[src/rtl/switch_debounce.sv]
// Per-channel two-flop synchronizer and stability-count debouncer for slide switches.
// Optional registered rise/fall pulses are built when SWITCH_DEBOUNCE_EDGE_EN is defined.
module switch_debounce #(
  parameter int N_SW            = 4,
  parameter int CNT_W           = 20,
  parameter int DEBOUNCE_CYCLES = 1_000_000
) (
  input  logic            clk,
  input  logic            rst_n,
  input  logic [N_SW-1:0] sw_in,
  output logic [N_SW-1:0] sw_out
`ifdef SWITCH_DEBOUNCE_EDGE_EN
  ,
  output logic [N_SW-1:0] sw_rise,
  output logic [N_SW-1:0] sw_fall
`endif
);

  localparam logic [CNT_W-1:0] LAST = CNT_W'(DEBOUNCE_CYCLES - 1);

  logic [N_SW-1:0]  sync1;
  logic [N_SW-1:0]  sync2;
  logic [N_SW-1:0]  mismatch;
  logic [N_SW-1:0]  commit;
  logic [CNT_W-1:0] cnt [N_SW];

  always_comb begin
    mismatch = sync2 ^ sw_out;
    commit   = '0;
    for (int unsigned i = 0; i < N_SW; i++) begin
      commit[i] = mismatch[i] && (cnt[i] == LAST);
    end
  end

  // A commit only happens on a mismatch, so toggling sw_out loads the synchronized level.
  always_ff @(posedge clk or negedge rst_n) begin
    if (!rst_n) begin
      sync1  <= '0;
      sync2  <= '0;
      sw_out <= '0;
      for (int unsigned i = 0; i < N_SW; i++) begin
        cnt[i] <= '0;
      end
    end else begin
      sync1  <= sw_in;
      sync2  <= sync1;
      sw_out <= sw_out ^ commit;
      for (int unsigned i = 0; i < N_SW; i++) begin
        if (!mismatch[i] || commit[i]) begin
          cnt[i] <= '0;
        end else begin
          cnt[i] <= cnt[i] + CNT_W'(1);
        end
      end
    end
  end

`ifdef SWITCH_DEBOUNCE_EDGE_EN
  always_ff @(posedge clk or negedge rst_n) begin
    if (!rst_n) begin
      sw_rise <= '0;
      sw_fall <= '0;
    end else begin
      sw_rise <= commit & sync2;
      sw_fall <= commit & ~sync2;
    end
  end
`endif

endmodule

[config.mk]
export PLATFORM = sky130hd
export DESIGN_NAME = switch_debounce
export DESIGN_NICKNAME = d
export VERILOG_FILES = /design/src/rtl/switch_debounce.sv
export SDC_FILE = /design/constraint.sdc
export NUM_CORES = 1
export LEC_CHECK = 0
export ABC_AREA = 1
export BUFFER_PORTS_ARGS = -buffer_cell sky130_fd_sc_hd__buf_2
export CAP_MARGIN = 25
export CORE_ASPECT_RATIO = 0.6
export CORE_UTILIZATION = 60
export DETAILED_ROUTE_END_ITERATION = 7
export PLACE_DENSITY = 0.87
export SYNTH_ARGS = -nofsm -noshare
export SYNTH_HDL_FRONTEND = slang
export SYNTH_SLANG_ARGS = --single-unit
[constraint.sdc]
create_clock -name clk -period 4.05 [get_ports clk]
set_input_delay 0.81 -clock clk [delete_from_list [all_inputs] [get_ports clk]]
set_output_delay 0.81 -clock clk [all_outputs]
set_load 0.01 [all_outputs]
==> results of run 1 <==
==> worst min path at each step <==
stage	start	to	slack, ns	cells past startpoint
finish	sync1[3]	sync2[3]	0.34	0
global route	sync1[3]	sync2[3]	0.36	0
CTS	sync1[3]	sync2[3]	0.35	0
detailed placement	sync1[3]	sync2[3]	0.34	0
global placement	sync1[1]	sync2[1]	0.33	0
floorplan	sync1[0]	sync2[0]	0.33	0
==> cells in the final DEF, fill, tap and decap left out, types with 6 or more instances in the layout <==
master,count
nand2_1,159
nor2_1,157
dfrtp_1,92
inv_1,67
nand3_1,36
xor2_1,36
nor2_2,19
xnor2_1,18
clkbuf_16,9
nand4_1,8
buf_2,8
nor2_4,6
o21ai_0,6
==> worst max-delay path, cell delays in order (launching register included) <==
cell and delay (ns):
dfrtp_1 0.41, ha_1 0.21, nand3_1 0.16, nor3_1 0.18, nand3_1 0.13, nand2_1 0.53, nor2_1 0.12
==> cell families (layout without fill, tap and decap cells) <==
logic type | Yosys count | in the layout | synth area share (%)
flip-flops | 92 | 92 | 46.4
buffers and inverters | 73 | 94 | 6.30
AO/OA/AOI/OAI | 12 | 12 | 1.41
adder cells (fa/ha/maj) | 4 | 4 | 1.01
XOR/XNOR | 54 | 54 | 9.53
AND/OR/NAND/NOR | 404 | 404 | 35.4
==> cells in the mapped netlist (all sizes together) <==
| library cell | instances |
|---|---|
| nand3 | 41 |
| nand3b | 3 |
| o21ai | 6 |
| a21oi | 2 |
| xnor2 | 18 |
| inv | 67 |
| xor2 | 36 |
| nor3 | 4 |
| or2 | 1 |
| buf | 6 |
| nand4 | 8 |
| dfrtp | 92 |
| nor2 | 182 |
| ha | 4 |
| nand2 | 164 |
| o21bai | 4 |
| and2 | 1 |
==> cell type report <==
cell class / count / area [um^2]
inverters: 67 / 251
fillers: 646 / 2530
multi-input cells: 474 / 2350
clock buffers: 10 / 229
clock inverters: 6 / 65.1
well taps: 108 / 135
repair buffers: 11 / 82.6
flip-flops and latches: 92 / 2300
==> power groups by stage <==
stage                     clock [mW]  sequential (mW)  combinational (mW)
after floorplan                    0            0.960              0.0376
after global placement             0            0.961              0.0581
after detailed placement           0            0.963              0.0610
after CTS                      0.847            0.945              0.0614
after global routing           0.887            0.947              0.0727
final                          0.831            0.945              0.0626
==> layer usage <==
metal,up-vias,GRT usage [%]
met1,1825,34.7
met2,60,38.8
met4,0,6.94
met5,-,0
li1,1981,-
met3,15,6.84
==> through the flow <==
| step | cells | total power [mW] | area, um^2 |
|---|---|---|---|
| 3_3_place_gp | 751 | 1.02 | 5090 |
| 6_report | 768 | 1.84 | 5420 |
| 4_1_cts | 767 | 1.85 | 5390 |
| 5_1_grt | 768 | 1.91 | 5420 |
| 2_1_floorplan | 639 | 0.997 | 4960 |
| 3_5_place_dp | 751 | 1.02 | 5090 |
==> registers in the layout (all words and copies together), names as in the netlist, named ones only <==
signal,count
cnt,80
sync1,4
sync2,4
==> impl_results.html, run 1 <==
<table>
<tr><th>Metric</th><th>Value</th></tr>
<tr><th colspan="2">Setup path</th></tr>
<tr><td>Number of cells on the worst reg-to-reg path</td><td>6</td></tr>
<tr><td>Worst setup SP type</td><td>register</td></tr>
<tr><td>Crit Path Category</td><td>register to register</td></tr>
<tr><td>Critical path data required time</td><td>4.24 ns</td></tr>
<tr><td>R2R Path Start</td><td>cnt[60]</td></tr>
<tr><td>Critical Path Fanout Max</td><td>20</td></tr>
<tr><td>Endpoint of the most critical setup path</td><td>cnt[70]</td></tr>
<tr><td>Setup slack of the most critical reg-to-reg path</td><td>between 2 and 2.5 ns</td></tr>
<tr><td>Worst r2r dst</td><td>cnt[70]</td></tr>
<tr><td>Kind of end point of the critical path</td><td>register</td></tr>
<tr><td>Data arrival at the endpoint of the critical path</td><td>2.09 ns</td></tr>
<tr><td>Worst setup startpoint</td><td>cnt[60]</td></tr>
<tr><th colspan="2">STA</th></tr>
<tr><td>Minimum period implied by the final worst setup slack</td><td>between 1.5 and 2 ns</td></tr>
<tr><td>Total Neg Setup Slack</td><td>0 ns</td></tr>
<tr><td>Peak Freq</td><td>0.529 GHz</td></tr>
<tr><td>Slew Limit Fails</td><td>0</td></tr>
<tr><td>Final Cycle Share</td><td>46.7%</td></tr>
<tr><td>Least-Margin Pin Slew</td><td>0.673 ns</td></tr>
<tr><td>Relative slew slack</td><td>55.0%</td></tr>
<tr><td>RSZ-0062 raised after global routing</td><td>no</td></tr>
<tr><td>Setup slack of the critical path after layout</td><td>2.16 ns</td></tr>
<tr><td>Worst slack on hold paths</td><td>0.344 ns</td></tr>
<tr><td>Number of endpoints with negative hold slack in the final report</td><td>0</td></tr>
<tr><td>Clock tree skew after final layout</td><td>between 0.005 and 0.006 ns</td></tr>
<tr><td>Final number of setup-violating endpoints</td><td>0</td></tr>
<tr><th colspan="2">Pwr</th></tr>
<tr><td>Internal power summed over all cells</td><td>~1.4 mW</td></tr>
<tr><td>Worst ir drop on vdd</td><td>about 0.22 mV</td></tr>
<tr><td>Part of the total power dissipated in the clock network</td><td>45.2%</td></tr>
<tr><td>Net Sw Power</td><td>0.409 mW</td></tr>
<tr><td>Power share of the sequential group</td><td>51.4%</td></tr>
<tr><td>Power Dens Cells</td><td>340 nW/um^2</td></tr>
<tr><td>Net switching fraction of the power</td><td>22.3%</td></tr>
<tr><td>Share of total power in combinational logic</td><td>3.4%</td></tr>
<tr><td>Standby leakage power</td><td>between 2 and 2.5 nW</td></tr>
<tr><th colspan="2">Synthesis</th></tr>
<tr><td>Biggest area consumer among synthesized cells</td><td>dfrtp_1</td></tr>
<tr><td>Yosys synthesis warning count</td><td>0</td></tr>
<tr><td>Leading post-synthesis cells by cell area</td><td>dfrtp_1, nand2_1, nor2_1</td></tr>
<tr><td>Post-synthesis cell count</td><td>639</td></tr>
<tr><td>Post-synthesis instance area</td><td>around 5000 um^2</td></tr>
<tr><td>Synthesized netlist net count</td><td>649</td></tr>
<tr><td>Top-area cell type share of the netlist area</td><td>around 46%</td></tr>
<tr><td>Flip-flop and latch count after synthesis</td><td>92</td></tr>
<tr><td>Count of unique library cells instantiated by Yosys</td><td>25</td></tr>
<tr><td>Post-Synthesis Mean Instance Area</td><td>between 7 and 8 um^2</td></tr>
<tr><td>Fraction of the yosys area taken by sequential cells</td><td>a little under half</td></tr>
<tr><th colspan="2">Detailed routing</th></tr>
<tr><td>Drt pass-1 iters</td><td>5</td></tr>
<tr><td>Iter 0 DRT Violations</td><td>274</td></tr>
<tr><td>Antenna-violating nets left</td><td>0</td></tr>
<tr><td>Via-to-Cell Ratio</td><td>between 5 and 6</td></tr>
<tr><td>DR WL met2</td><td>around 4 mm</td></tr>
<tr><td>Met3 Routed Length</td><td>roughly 330 um</td></tr>
<tr><td>DRC violations left</td><td>0</td></tr>
<tr><td>Final wirelength</td><td>9.36 mm</td></tr>
<tr><td>Top metal layer carrying routed signals</td><td>met4</td></tr>
<tr><td>Routed metal-1 wirelength</td><td>4.91 mm</td></tr>
<tr><td>Routed length per placed instance</td><td>12.2 um</td></tr>
<tr><td>Total number of vias</td><td>3,881</td></tr>
<tr><th colspan="2">Global routing</th></tr>
<tr><td>First-pass GRT wire length</td><td>17.0 mm</td></tr>
<tr><td>Global-route congestion overflow total</td><td>0</td></tr>
<tr><td>Initial antenna violation count</td><td>0</td></tr>
<tr><td>Via count of the first global-routing pass</td><td>3,835</td></tr>
<tr><td>Overall global routing resource usage</td><td>24.9%</td></tr>
<tr><td>Pin count of the biggest net entering global routing</td><td>84</td></tr>
<tr><th colspan="2">Die</th></tr>
<tr><td>Horiz. Die Dim</td><td>119 um</td></tr>
<tr><td>Placement Rows</td><td>25</td></tr>
<tr><td>Initial core utilization</td><td>a little over three fifths</td></tr>
<tr><td>Boundary Pins</td><td>10</td></tr>
<tr><td>Std-Cell Core Area</td><td>7950 um^2</td></tr>
<tr><td>Overall die area</td><td>8650 um^2</td></tr>
<tr><td>Die span in y</td><td>72.5 um</td></tr>
<tr><th colspan="2">Clocking</th></tr>
<tr><td>Clock tree root buffer cell</td><td>clkbuf_16</td></tr>
<tr><td>Count of hold buffers inserted by post-cts repair</td><td>0</td></tr>
<tr><td>Resized Gates After CTS</td><td>0</td></tr>
<tr><td>Later-pin clock latency in the skew report</td><td>around 0.34 ns</td></tr>
<tr><td>Number of levels in the clock H-tree</td><td>3</td></tr>
<tr><td>CTS sink cnt</td><td>92</td></tr>
<tr><td>Reg clk slew, reported paths</td><td>~0.060 ns</td></tr>
<tr><td>Buffers inserted by post-CTS timing repair</td><td>0</td></tr>
<tr><td>TritonCTS clock tree</td><td>yes</td></tr>
<tr><td>Inserted Clock Buffers</td><td>9</td></tr>
<tr><td>Clock Path Buffers</td><td>2</td></tr>
<tr><th colspan="2">Final layout</th></tr>
<tr><td>Ant. Diodes</td><td>0</td></tr>
<tr><td># nets final</td><td>665</td></tr>
<tr><td>Share of post-route cells with drive strength above 1</td><td>9.39%</td></tr>
<tr><td>Post-layout util</td><td>68.2%</td></tr>
<tr><td>Area added between synthesis and finish</td><td>9.07%</td></tr>
<tr><th colspan="2">Place</th></tr>
<tr><td>HPWL Detailed</td><td>about 6.7 mm</td></tr>
<tr><td>Weighted congestion at the end of routability-driven global placement</td><td>0.924</td></tr>
<tr><td>Port Buf Inserts</td><td>9</td></tr>
<tr><td>Placement Setup Slack</td><td>2.16 ns</td></tr>
<tr><th colspan="2">Run</th></tr>
<tr><td>Number of maximum-capacitance constraint violations</td><td>0</td></tr>
<tr><th colspan="2">Worst hold path</th></tr>
<tr><td>Worst min-delay path class</td><td>register to register</td></tr>
<tr><th colspan="2">Outcome</th></tr>
<tr><td>Outcome</td><td>complete, no violations</td></tr>
</table>
(Power assumes the default switching activity.)
==> run 2, diff against run 1 <==
Clock period 4.05 ns to 1.86 ns, I/O delays scaled along.
==> run 2 against run 1 <==
Effect of this change:
- non-clock buffer count increased by 6
- largest power group unchanged
- die area unchanged
- sequential share of layout area decreased by 0.39 points
- critical path depth increased by 1
- highest routed layer unchanged
- clock power increased by 120%
- critical endpoint unchanged
- flip-flop and latch count unchanged
==> impl_results.html, run 2 (synthesized netlist as in run 1, its figures left out) <==
<table>
<tr><th>Metric</th><th>Value</th></tr>
<tr><th colspan="2">Setup path</th></tr>
<tr><td>Setup slack of the most critical reg-to-reg path</td><td>0.18 ns</td></tr>
<tr><td>Max stage delay on crit path</td><td>around 0.42 ns</td></tr>
<tr><td>Most frequent cell on the critical path</td><td>nand3_1</td></tr>
<tr><td>Cell breakdown of the critical path</td><td>ha_1 -&gt; nand3_1 -&gt; nor3_1 -&gt; nand3_1 -&gt; nand2_1 -&gt; buf_4 -&gt; nor2_1</td></tr>
<tr><td>Critical Path Fanout Max</td><td>10</td></tr>
<tr><td>R2R Path Start</td><td>cnt[60]</td></tr>
<tr><td>Cell with the biggest individual delay on the critical path</td><td>dfrtp_1</td></tr>
<tr><td>Crit Path Category</td><td>register to register</td></tr>
<tr><td>Data arrival at the endpoint of the critical path</td><td>1.91 ns</td></tr>
<tr><td>Kind of cell adding the most delay to the critical path</td><td>simple AND/OR/NAND/NOR gates</td></tr>
<tr><td>Buf+Inv Stages, Crit Path</td><td>1</td></tr>
<tr><td>Worst setup SP type</td><td>register</td></tr>
<tr><td>Kind of end point of the critical path</td><td>register</td></tr>
<tr><td>Worst setup startpoint</td><td>cnt[60]</td></tr>
<tr><td>Critical path data required time</td><td>roughly 2.1 ns</td></tr>
<tr><th colspan="2">Pwr</th></tr>
<tr><td>Power Dens Cells</td><td>742 nW/um^2</td></tr>
<tr><td>Power consumption</td><td>4.06 mW</td></tr>
<tr><td>Worst ir drop on vdd</td><td>0.531 mV</td></tr>
<tr><td>Standby leakage power</td><td>2.36 nW</td></tr>
<tr><th colspan="2">Die</th></tr>
<tr><td>Initial core utilization</td><td>62.5%</td></tr>
<tr><td>Horiz. Die Dim</td><td>about 120 um</td></tr>
<tr><td>Placement Rows</td><td>25</td></tr>
<tr><td>Die span in y</td><td>between 70 and 80 um</td></tr>
<tr><td>Std-Cell Core Area</td><td>7950 um^2</td></tr>
<tr><td>Overall die area</td><td>8650 um^2</td></tr>
<tr><td>Boundary Pins</td><td>10</td></tr>
<tr><th colspan="2">Detailed routing</th></tr>
<tr><td>Antenna-violating nets left</td><td>0</td></tr>
<tr><td>Routed length per placed instance</td><td>about 13 um</td></tr>
<tr><td>Total number of vias</td><td>3,962</td></tr>
<tr><td>Final wirelength</td><td>between 9 and 10 mm</td></tr>
<tr><td>Drt pass-1 iters</td><td>5</td></tr>
<tr><td>DRC violations left</td><td>0</td></tr>
<tr><td>Iter 0 DRT Violations</td><td>268</td></tr>
<tr><td>Via-to-Cell Ratio</td><td>between 5 and 6</td></tr>
<tr><th colspan="2">Final layout</th></tr>
<tr><td># nets final</td><td>around 670</td></tr>
<tr><td>Area added between synthesis and finish</td><td>10.1%</td></tr>
<tr><td>Commonest cells after routing, fill and taps aside</td><td>nand2_1, nor2_1, dfrtp_1</td></tr>
<tr><td>Filler instances</td><td>629</td></tr>
<tr><td>Largest Register</td><td>cnt</td></tr>
<tr><td>Share of post-route cells with drive strength above 1</td><td>10.1%</td></tr>
<tr><td>Flip-flop count of the largest register, all copies and words added</td><td>80</td></tr>
<tr><td>Most frequent standard cell in the layout excluding fill and tap cells</td><td>nand2_1</td></tr>
<tr><td>Filler-free cell count of the finished design</td><td>around 770</td></tr>
<tr><td>Ant. Diodes</td><td>0</td></tr>
<tr><td>Registers with the highest flip-flop counts</td><td>cnt x80, sync1 x4, sync2 x4</td></tr>
<tr><th colspan="2">STA</th></tr>
<tr><td>Final number of setup-violating endpoints</td><td>0</td></tr>
<tr><td>Slew Limit Fails</td><td>0</td></tr>
<tr><td>Peak Freq</td><td>0.595 GHz</td></tr>
<tr><td>Relative slew slack</td><td>about two thirds</td></tr>
<tr><td>Final Cycle Share</td><td>90.4%</td></tr>
<tr><td>Least-Margin Pin Slew</td><td>0.481 ns</td></tr>
<tr><td>Worst slack on hold paths</td><td>0.127 ns</td></tr>
<tr><td>Clock tree skew after final layout</td><td>0.00648 ns</td></tr>
<tr><td>Total Neg Setup Slack</td><td>0 ns</td></tr>
<tr><td>Number of endpoints with negative hold slack in the final report</td><td>0</td></tr>
<tr><td>Minimum period implied by the final worst setup slack</td><td>1.68 ns</td></tr>
<tr><td>RSZ-0062 raised after global routing</td><td>no</td></tr>
<tr><th colspan="2">Place</th></tr>
<tr><td>Weighted congestion at the end of routability-driven global placement</td><td>0.913</td></tr>
<tr><td>Inst Count DP</td><td>757</td></tr>
<tr><td>HPWL Detailed</td><td>7.19 mm</td></tr>
<tr><td>Port Buf Inserts</td><td>9</td></tr>
<tr><th colspan="2">Run</th></tr>
<tr><td>Number of maximum-capacitance constraint violations</td><td>0</td></tr>
<tr><th colspan="2">Global routing</th></tr>
<tr><td>Pin count of the biggest net entering global routing</td><td>39</td></tr>
<tr><td>Overall global routing resource usage</td><td>24.9%</td></tr>
<tr><td>Global-route congestion overflow total</td><td>0</td></tr>
<tr><td>Initial antenna violation count</td><td>0</td></tr>
<tr><td>Via count of the first global-routing pass</td><td>about 3,700</td></tr>
<tr><td>First-pass GRT wire length</td><td>16.8 mm</td></tr>
<tr><th colspan="2">Clocking</th></tr>
<tr><td>Reg clk slew, reported paths</td><td>0.07 ns</td></tr>
<tr><td>Later-pin clock latency in the skew report</td><td>0.35 ns</td></tr>
<tr><td>Clock Path Buffers</td><td>2</td></tr>
<tr><td>Number of levels in the clock H-tree</td><td>3</td></tr>
<tr><td>Clock tree root buffer cell</td><td>clkbuf_16</td></tr>
<tr><td>TritonCTS clock tree</td><td>yes</td></tr>
<tr><td>Inserted Clock Buffers</td><td>9</td></tr>
<tr><td>CTS sink cnt</td><td>92</td></tr>
<tr><td>Resized Gates After CTS</td><td>0</td></tr>
<tr><th colspan="2">Worst hold path</th></tr>
<tr><td>Hold path startpoint</td><td>sw_in[3]</td></tr>
<tr><td>Worst min-delay path class</td><td>input port to register</td></tr>
<tr><th colspan="2">Outcome</th></tr>
<tr><td>Outcome</td><td>complete, no violations</td></tr>
</table>
run 2: cell types whose count changed in the layout (fill, tap and decap cells not counted):
cell           before  now
clkbuf_8            0    1
buf_4               2    7
buf_16              1    0
clkinv_2            2    0
clkinv_4            2    1
dlygate4sd3_1       0    1
buf_12              0    1
clkinvlp_4          1    3
run 2: power by group:
part / switching [mW] / internal, mW
sequential: 0.0280 / 2.03
clock: 0.772 / 1.08
combinational: 0.0969 / 0.0471
total: 0.897 / 3.16
run 2: final timing paths:
| path | end | cells after the start |
|---|---|---|
| min in group asynchronous | cnt[11] | 2 |
| max in group asynchronous | cnt[79] | 3 |
| max reg2reg | cnt[70] | 7 |
| min | sync1[3] | 1 |
| min reg2reg | sync2[1] | 0 |
| max | cnt[70] | 7 |
run 2: routing by layer:
metal  track usage, %  wire length (um)  share of wire [%]
met3             6.05               521                5.3
met5                0                 0                  0
met4             7.08               113                1.2
met2             39.2              4400                 45
met1             34.8              4750                 49
run 2: cell type report:
| cell class | instances | area (um^2) | area share, % |
|---|---|---|---|
| clock buffers | 11 | 243 | 4.44 |
| flip-flops and latches | 92 | 2300 | 42.1 |
| clock inverters | 5 | 61.3 | 1.12 |
| well taps | 108 | 135 | 2.47 |
| multi-input cells | 474 | 2350 | 43.0 |
| inverters | 67 | 251 | 4.60 |
| repair buffers | 17 | 123 | 2.24 |
run 2: metrics by stage:
stage / util [%] / area (um^2) / setup WS [ns]
floorplan: - / 4960 / 0.440
global placement: 64.8 / 5150 / 0.340
detailed placement: 64.8 / 5150 / 0.216
CTS: 68.8 / 5470 / 0.192
global route: 68.8 / 5470 / 0.00544
finish: 68.8 / 5470 / 0.178
run 2: repair_timing:
item | in CTS | in global routing
setup buffers | 0 | 0
hold buffers | 1 | 0
endpoints found under the setup margin | 0 | 0
hold endpoints to repair | 13 | 0
